$ cat src/rtl/fifo_pkg.sv
// Shared definitions for the async FIFO read-side blocks.
// Holds default widths, the output buffer depth and the occupancy type.
package fifo_pkg;

  localparam int unsigned DSIZE_DEF = 8;
  localparam int unsigned ASIZE_DEF = 4;
  localparam int unsigned BUF_DEPTH = 2;

  typedef logic [1:0] level_t;

endpackage

$ cat src/rtl/fifo_rd_stream_skid2.sv
// stream_skid2: two-entry in-order buffer with a registered head.
// Ports:
//   clk, rst_n  clock, asynchronous active-low reset
//   flush       synchronous clear of occupancy (data left as-is)
//   push, din   write strobe and data; caller keeps push low when full
//               unless pop is also high
//   pop         removes the head word
//   dout        head word (buf0), valid when level != 0
//   valid       registered level != 0
//   level       occupancy 0..2
module stream_skid2
  import fifo_pkg::*;
#(
  parameter int unsigned DSIZE = DSIZE_DEF
) (
  input  logic             clk,
  input  logic             rst_n,
  input  logic             flush,
  input  logic             push,
  input  logic [DSIZE-1:0] din,
  input  logic             pop,
  output logic [DSIZE-1:0] dout,
  output logic             valid,
  output level_t           level
);

  logic [DSIZE-1:0] buf0, buf1;
  logic [DSIZE-1:0] buf0_nxt, buf1_nxt;
  level_t           level_nxt;

  // A push lands in the first slot left free after any same-cycle pop,
  // so with push+pop at level 1 the new word goes straight to the head.
  always_comb begin
    buf0_nxt  = buf0;
    buf1_nxt  = buf1;
    level_nxt = level;
    case ({push, pop})
      2'b10: begin
        level_nxt = level + 2'd1;
        if (level == '0) buf0_nxt = din;
        else             buf1_nxt = din;
      end
      2'b01: begin
        level_nxt = level - 2'd1;
        buf0_nxt  = buf1;
      end
      2'b11: begin
        if (level == 2'd1) begin
          buf0_nxt = din;
        end else begin
          buf0_nxt = buf1;
          buf1_nxt = din;
        end
      end
      default: ;
    endcase
  end

  always_ff @(posedge clk or negedge rst_n) begin
    if (!rst_n) begin
      buf0  <= '0;
      buf1  <= '0;
      level <= '0;
      valid <= 1'b0;
    end else if (flush) begin
      level <= '0;
      valid <= 1'b0;
    end else begin
      buf0  <= buf0_nxt;
      buf1  <= buf1_nxt;
      level <= level_nxt;
      valid <= (level_nxt != '0);
    end
  end

  assign dout = buf0;

endmodule

$ cat src/rtl/fifo_rd_stream.sv
// fifo_rd_stream: read-domain consumer of the async FIFO. Pops the FIFO
// into a 2-entry buffer and presents a valid/ready stream framed into
// PKT_LEN-beat packets.
// Ports:
//   rclk, rrst_n        read clock, asynchronous active-low reset
//   rdata, rempty, rinc FIFO head word, empty flag, pop strobe
//   flush               synchronous clear of buffer and beat counter
//   out_data/valid/ready/last  output stream, out_last on final beat
//   level               buffer occupancy 0..2
module fifo_rd_stream
  import fifo_pkg::*;
#(
  parameter int unsigned DSIZE   = DSIZE_DEF,
  parameter int unsigned PKT_LEN = 16
) (
  input  logic             rclk,
  input  logic             rrst_n,
  input  logic [DSIZE-1:0] rdata,
  input  logic             rempty,
  output logic             rinc,
  input  logic             flush,
  output logic [DSIZE-1:0] out_data,
  output logic             out_valid,
  input  logic             out_ready,
  output logic             out_last,
  output level_t           level
);

  localparam int unsigned    CW        = (PKT_LEN > 1) ? $clog2(PKT_LEN) : 1;
  localparam logic [CW-1:0]  LAST_BEAT = CW'(PKT_LEN - 1);
  localparam level_t         FULL      = level_t'(BUF_DEPTH);

  logic          hs;
  logic [CW-1:0] beat;

  // Gated only by registered occupancy, so out_ready never reaches rinc.
  assign rinc = !rempty && (level != FULL) && !flush;
  assign hs   = out_valid && out_ready;

  stream_skid2 #(
    .DSIZE(DSIZE)
  ) u_skid (
    .clk   (rclk),
    .rst_n (rrst_n),
    .flush (flush),
    .push  (rinc),
    .din   (rdata),
    .pop   (hs),
    .dout  (out_data),
    .valid (out_valid),
    .level (level)
  );

  always_ff @(posedge rclk or negedge rrst_n) begin
    if (!rrst_n) begin
      beat <= '0;
    end else if (flush) begin
      beat <= '0;
    end else if (hs) begin
      beat <= (beat == LAST_BEAT) ? '0 : beat + 1'b1;
    end
  end

  assign out_last = out_valid && (beat == LAST_BEAT);

endmodule
$ cat config.mk
export PLATFORM = sky130hd
export DESIGN_NAME = fifo_rd_stream
export DESIGN_NICKNAME = d
export VERILOG_FILES = /design/src/rtl/fifo_pkg.sv /design/src/rtl/fifo_rd_stream_skid2.sv /design/src/rtl/fifo_rd_stream.sv
export SDC_FILE = /design/constraint.sdc
export NUM_CORES = 1
export LEC_CHECK = 0
export BUFFER_PORTS_ARGS = -buffer_cell sky130_fd_sc_hd__buf_2
export CORE_MARGIN = 2
export CORE_UTILIZATION = 35
export CTS_BUF_LIST = sky130_fd_sc_hd__clkbuf_4 sky130_fd_sc_hd__clkbuf_8
export CTS_CLUSTER_DIAMETER = 60
export DETAILED_ROUTE_END_ITERATION = 12
export GPL_TIMING_DRIVEN = 0
export PLACE_DENSITY_LB_ADDON = 0.12
export SLEW_MARGIN = 25
export SYNTH_ARGS = -nofsm -noshare
export SYNTH_HDL_FRONTEND = slang
export SYNTH_SLANG_ARGS = --single-unit
$ cat constraint.sdc
create_clock -name rclk -period 2 [get_ports rclk]
set_clock_uncertainty 0.05 [all_clocks]
set_input_delay 0.4 -clock rclk [delete_from_list [all_inputs] [get_ports rclk]]
set_output_delay 0.4 -clock rclk [all_outputs]
set_load 0.1 [all_outputs]
==> metrics.md <==
| Metric | Value |
|---|---|
| Routed Antenna Nets | 0 |
| # IOs | 26 |
| Synth top area cells | dfrtp_1 (43%), mux2_4 (8.9%), a221oi_1 (5.2%), ha_1 (3.7%), nand3_1 (3.3%) |
| Post-Syn Area | between 0.001 and 0.0015 mm2 |
| Fin nets | about 180 |
| Antenna cells | 0 |
| Core box area | approximately 0.0037 mm2 |
| Met3 Usage GRT | ~3.6% |
| Layout cell share with drive strength beyond 1 | 39.1% |
| Register area | 584 um2 |
| Fin crit share | between 90% and 100% |
| Iteration-0 DRC Markers | between 50 and 60 |
| DR vias | 1,120 |
| CTS clk-pin slew, worst paths | ~0.090 ns |
| Critical path's largest stage delay | roughly 0.51 ns |
| Busiest grt layer | met2 |
| Ys async rst share | 100% |
| Max Freq | ~520 MHz |
| Post-synth EDFFs | 0 |
| Area of placed instances | 0.00157 mm2 |
| Multi-input combinational cell area | around 700 um2 |
| Clk_lat worst skew | roughly 0.27 ns |
| Final core utilization | a little under half |
| Required time worst endpoint | 2.10 ns |
| Chip Width | 66.1 um |
| Synth top area share | 42.7% |
| H-tree levels | 1 |
| Gpl congestion | ~0.79 |
| Count of cell types in the netlist | 39 |
| # clock sinks | 23 |
| Main synth FF type | dfrtp_1 |
| Lkg Pwr | roughly 0.00076 uW |
| Maximum vdd drop | 0.000596 V |
| Largest area contributor in the netlist | dfrtp_1 |
| Num rows | 22 |
| Largest net degree at the start of global routing | 24 |
| TritonCTS Buffers | 3 |
| Final WL | approximately 3.2 mm |
| WS Path Type | reg2reg |
| Yosys warns | 0 |
| Setup crit end kind | register |
| Total grt overflow | 0 |
| Crit-path cells | inv_2, ha_1, clkbuf_8, or4b_4, a221oi_1, a22oi_1 |
| Worst-margin pin slew | between 0.5 and 0.6 ns |
| Crit Path Max Fanout | 7 |
| Met1 Use GR | 23.0% |
| WL/cell | approximately 15 um |
| PD cells | 1240 mW/mm2 |
| Root Buffer | clkbuf_8 |
| Pre-antenna DRT Iters | 4 |
| Port Buffers | 25 |
| DP Wirelength | 2.20 mm |
| Rel. slew slack | between 60% and 70% |
| Seq/Total Area, Yosys | between 40% and 50% |
| RSZ-0062 raised after global routing | true |
| Design Area, Final | between 0.0015 and 0.002 mm2 |
| HP Class | in2async |
| Syn-to-layout area delta | 23.8% |
| Hold slack | roughly 0.05 ns |
| Full die area | approximately 0.0044 mm2 |
| Via-to-Cell Ratio | 5.36 |
| Vias in the first global route | roughly 1,100 |
| Synth Register Bits | 23 |
| Hold Fails Final Rpt | 0 |
| Avg Synthesized Cell Area | approximately 10 um2 |
| First-pass GRT wire length | between 5 and 6 mm |
| Setup violators final | 0 |
| Effective utilization at floorplan | between 30% and 40% |
| Die Span Y | around 66 um |
| Final min period | slightly below 2 ns |
| GR Util All Layers | around 17% |
| Slowest cell on crit path | dfrtp_4 |
| Critical path arrival | approximately 2 ns |
| Max-cap violations | 0 |
| Grt met2 use | a little over a quarter |
| Worst setup SP type | register |
| Clk buf depth | 2 |
| Fill count | a little under 400 |
| Syn nets | approximately 150 |
| Final slew viol count | 0 |
| Post-route DRC | 0 |
| Initial antenna violation count | 0 |
| CTS tree | done |
| Synth Instances | 130 |
| Status | finished clean |
synth_stat cells (6+ instances only):
cell type  instances
a221oi_1           8
dfrtp_1           23
inv_1             11
mux2_4             8
nand2_1            8
nand3_1            9
o21ai_0            6
worst max-delay path: cells and delay by family (launching register included):
family / cells / cell delay, ns
flops: 1 / 0.51
simple gates: 1 / 0.49
compound gates: 2 / 0.39
buf+inv: 2 / 0.22
fa+ha+maj: 1 / 0.15
per-layer routing:
layer  wire (um)  share of wire (%)
met1        1550                 48
met2        1510                 47
met3         114                3.6
met4          31               0.97
met5           0                  0
report_power, final:
part / switching [uW] / internal (uW) / total (uW)
sequential: 103 / 619 / 722
clock: 157 / 139 / 296
combinational: 736 / 319 / 1050
layout by cell type (no fill, tap or decap), types with 2 or more instances in the layout:
| cell | n |
|---|---|
| a21oi_1 | 3 |
| a221oi_1 | 7 |
| a22oi_1 | 4 |
| a32oi_1 | 4 |
| and3_1 | 4 |
| buf_2 | 27 |
| buf_4 | 3 |
| clkbuf_1 | 2 |
| clkbuf_8 | 4 |
| dfrtp_1 | 20 |
| dfrtp_4 | 2 |
| ha_1 | 3 |
| inv_1 | 9 |
| mux2_2 | 4 |
| mux2_4 | 8 |
| nand2_1 | 8 |
| nand3_1 | 9 |
| nor2_1 | 2 |
| o21ai_0 | 6 |
| or3_1 | 3 |
through the flow:
stage / total power [uW] / instances / setup WS, ns / TNS, ns
after global routing: 2200 / 209 / -0.0424 / -0.108
after detailed placement: 1770 / 203 / 0.0492 / 0
final: 2070 / 209 / 0.0677 / 0
after CTS: 2090 / 209 / 0.00492 / 0
after floorplan: 1580 / 130 / -0.645 / -6.77
after global placement: 1760 / 203 / 0.0399 / 0
cell families (layout without fill, tap and decap cells):
group,count (synthesis),count (layout),synth area share (%)
AND/OR/NAND/NOR,36,36,15.5
AO/OA/AOI/OAI,32,32,17.6
flip-flops,23,23,42.7
buffers and inverters,21,52,6.87
multiplexers,12,12,12.3
adder cells (fa/ha/maj),4,4,3.71
XOR/XNOR,2,2,1.30
state kept, by name, indices dropped and copies added, names as in the netlist:
signal	flops
u_skid.dout	8
beat	4
u_skid.valid	1
u_skid.buf1	8
u_skid.level	2
what timing repair did:
item                                    in CTS  in global routing
setup buffers                                2                  0
pin swaps                                    1                  1
hold buffers                                 0                  0
resized for setup                            4                  5
endpoints found under the setup margin       2                  9
final timing paths:
kind,startpoint,end,slack (ns),cells past startpoint
min in group rclk,rdata[4],u_skid.buf1[4],0.32,2
min,rrst_n,u_skid.buf1[5],0.05,1
min reg2reg,u_skid.dout[1],u_skid.dout[1],0.47,2
max reg2reg,u_skid.level[1],u_skid.dout[7],0.07,6
max,u_skid.level[1],u_skid.dout[7],0.07,6
max in group asynchronous,rrst_n,u_skid.level[1],1.44,1
final cells by class:
class,count,share of cell area [%]
Timing Repair Buffer,27,9.15
Multi-Input combinational cell,86,43.1
Tap cell,48,3.60
Buffer,10,3.68
Sequential cell,23,35.0
Inverter,11,2.63
Clock inverter,1,0.300
Clock buffer,3,2.48
(Power assumes the default switching activity.)
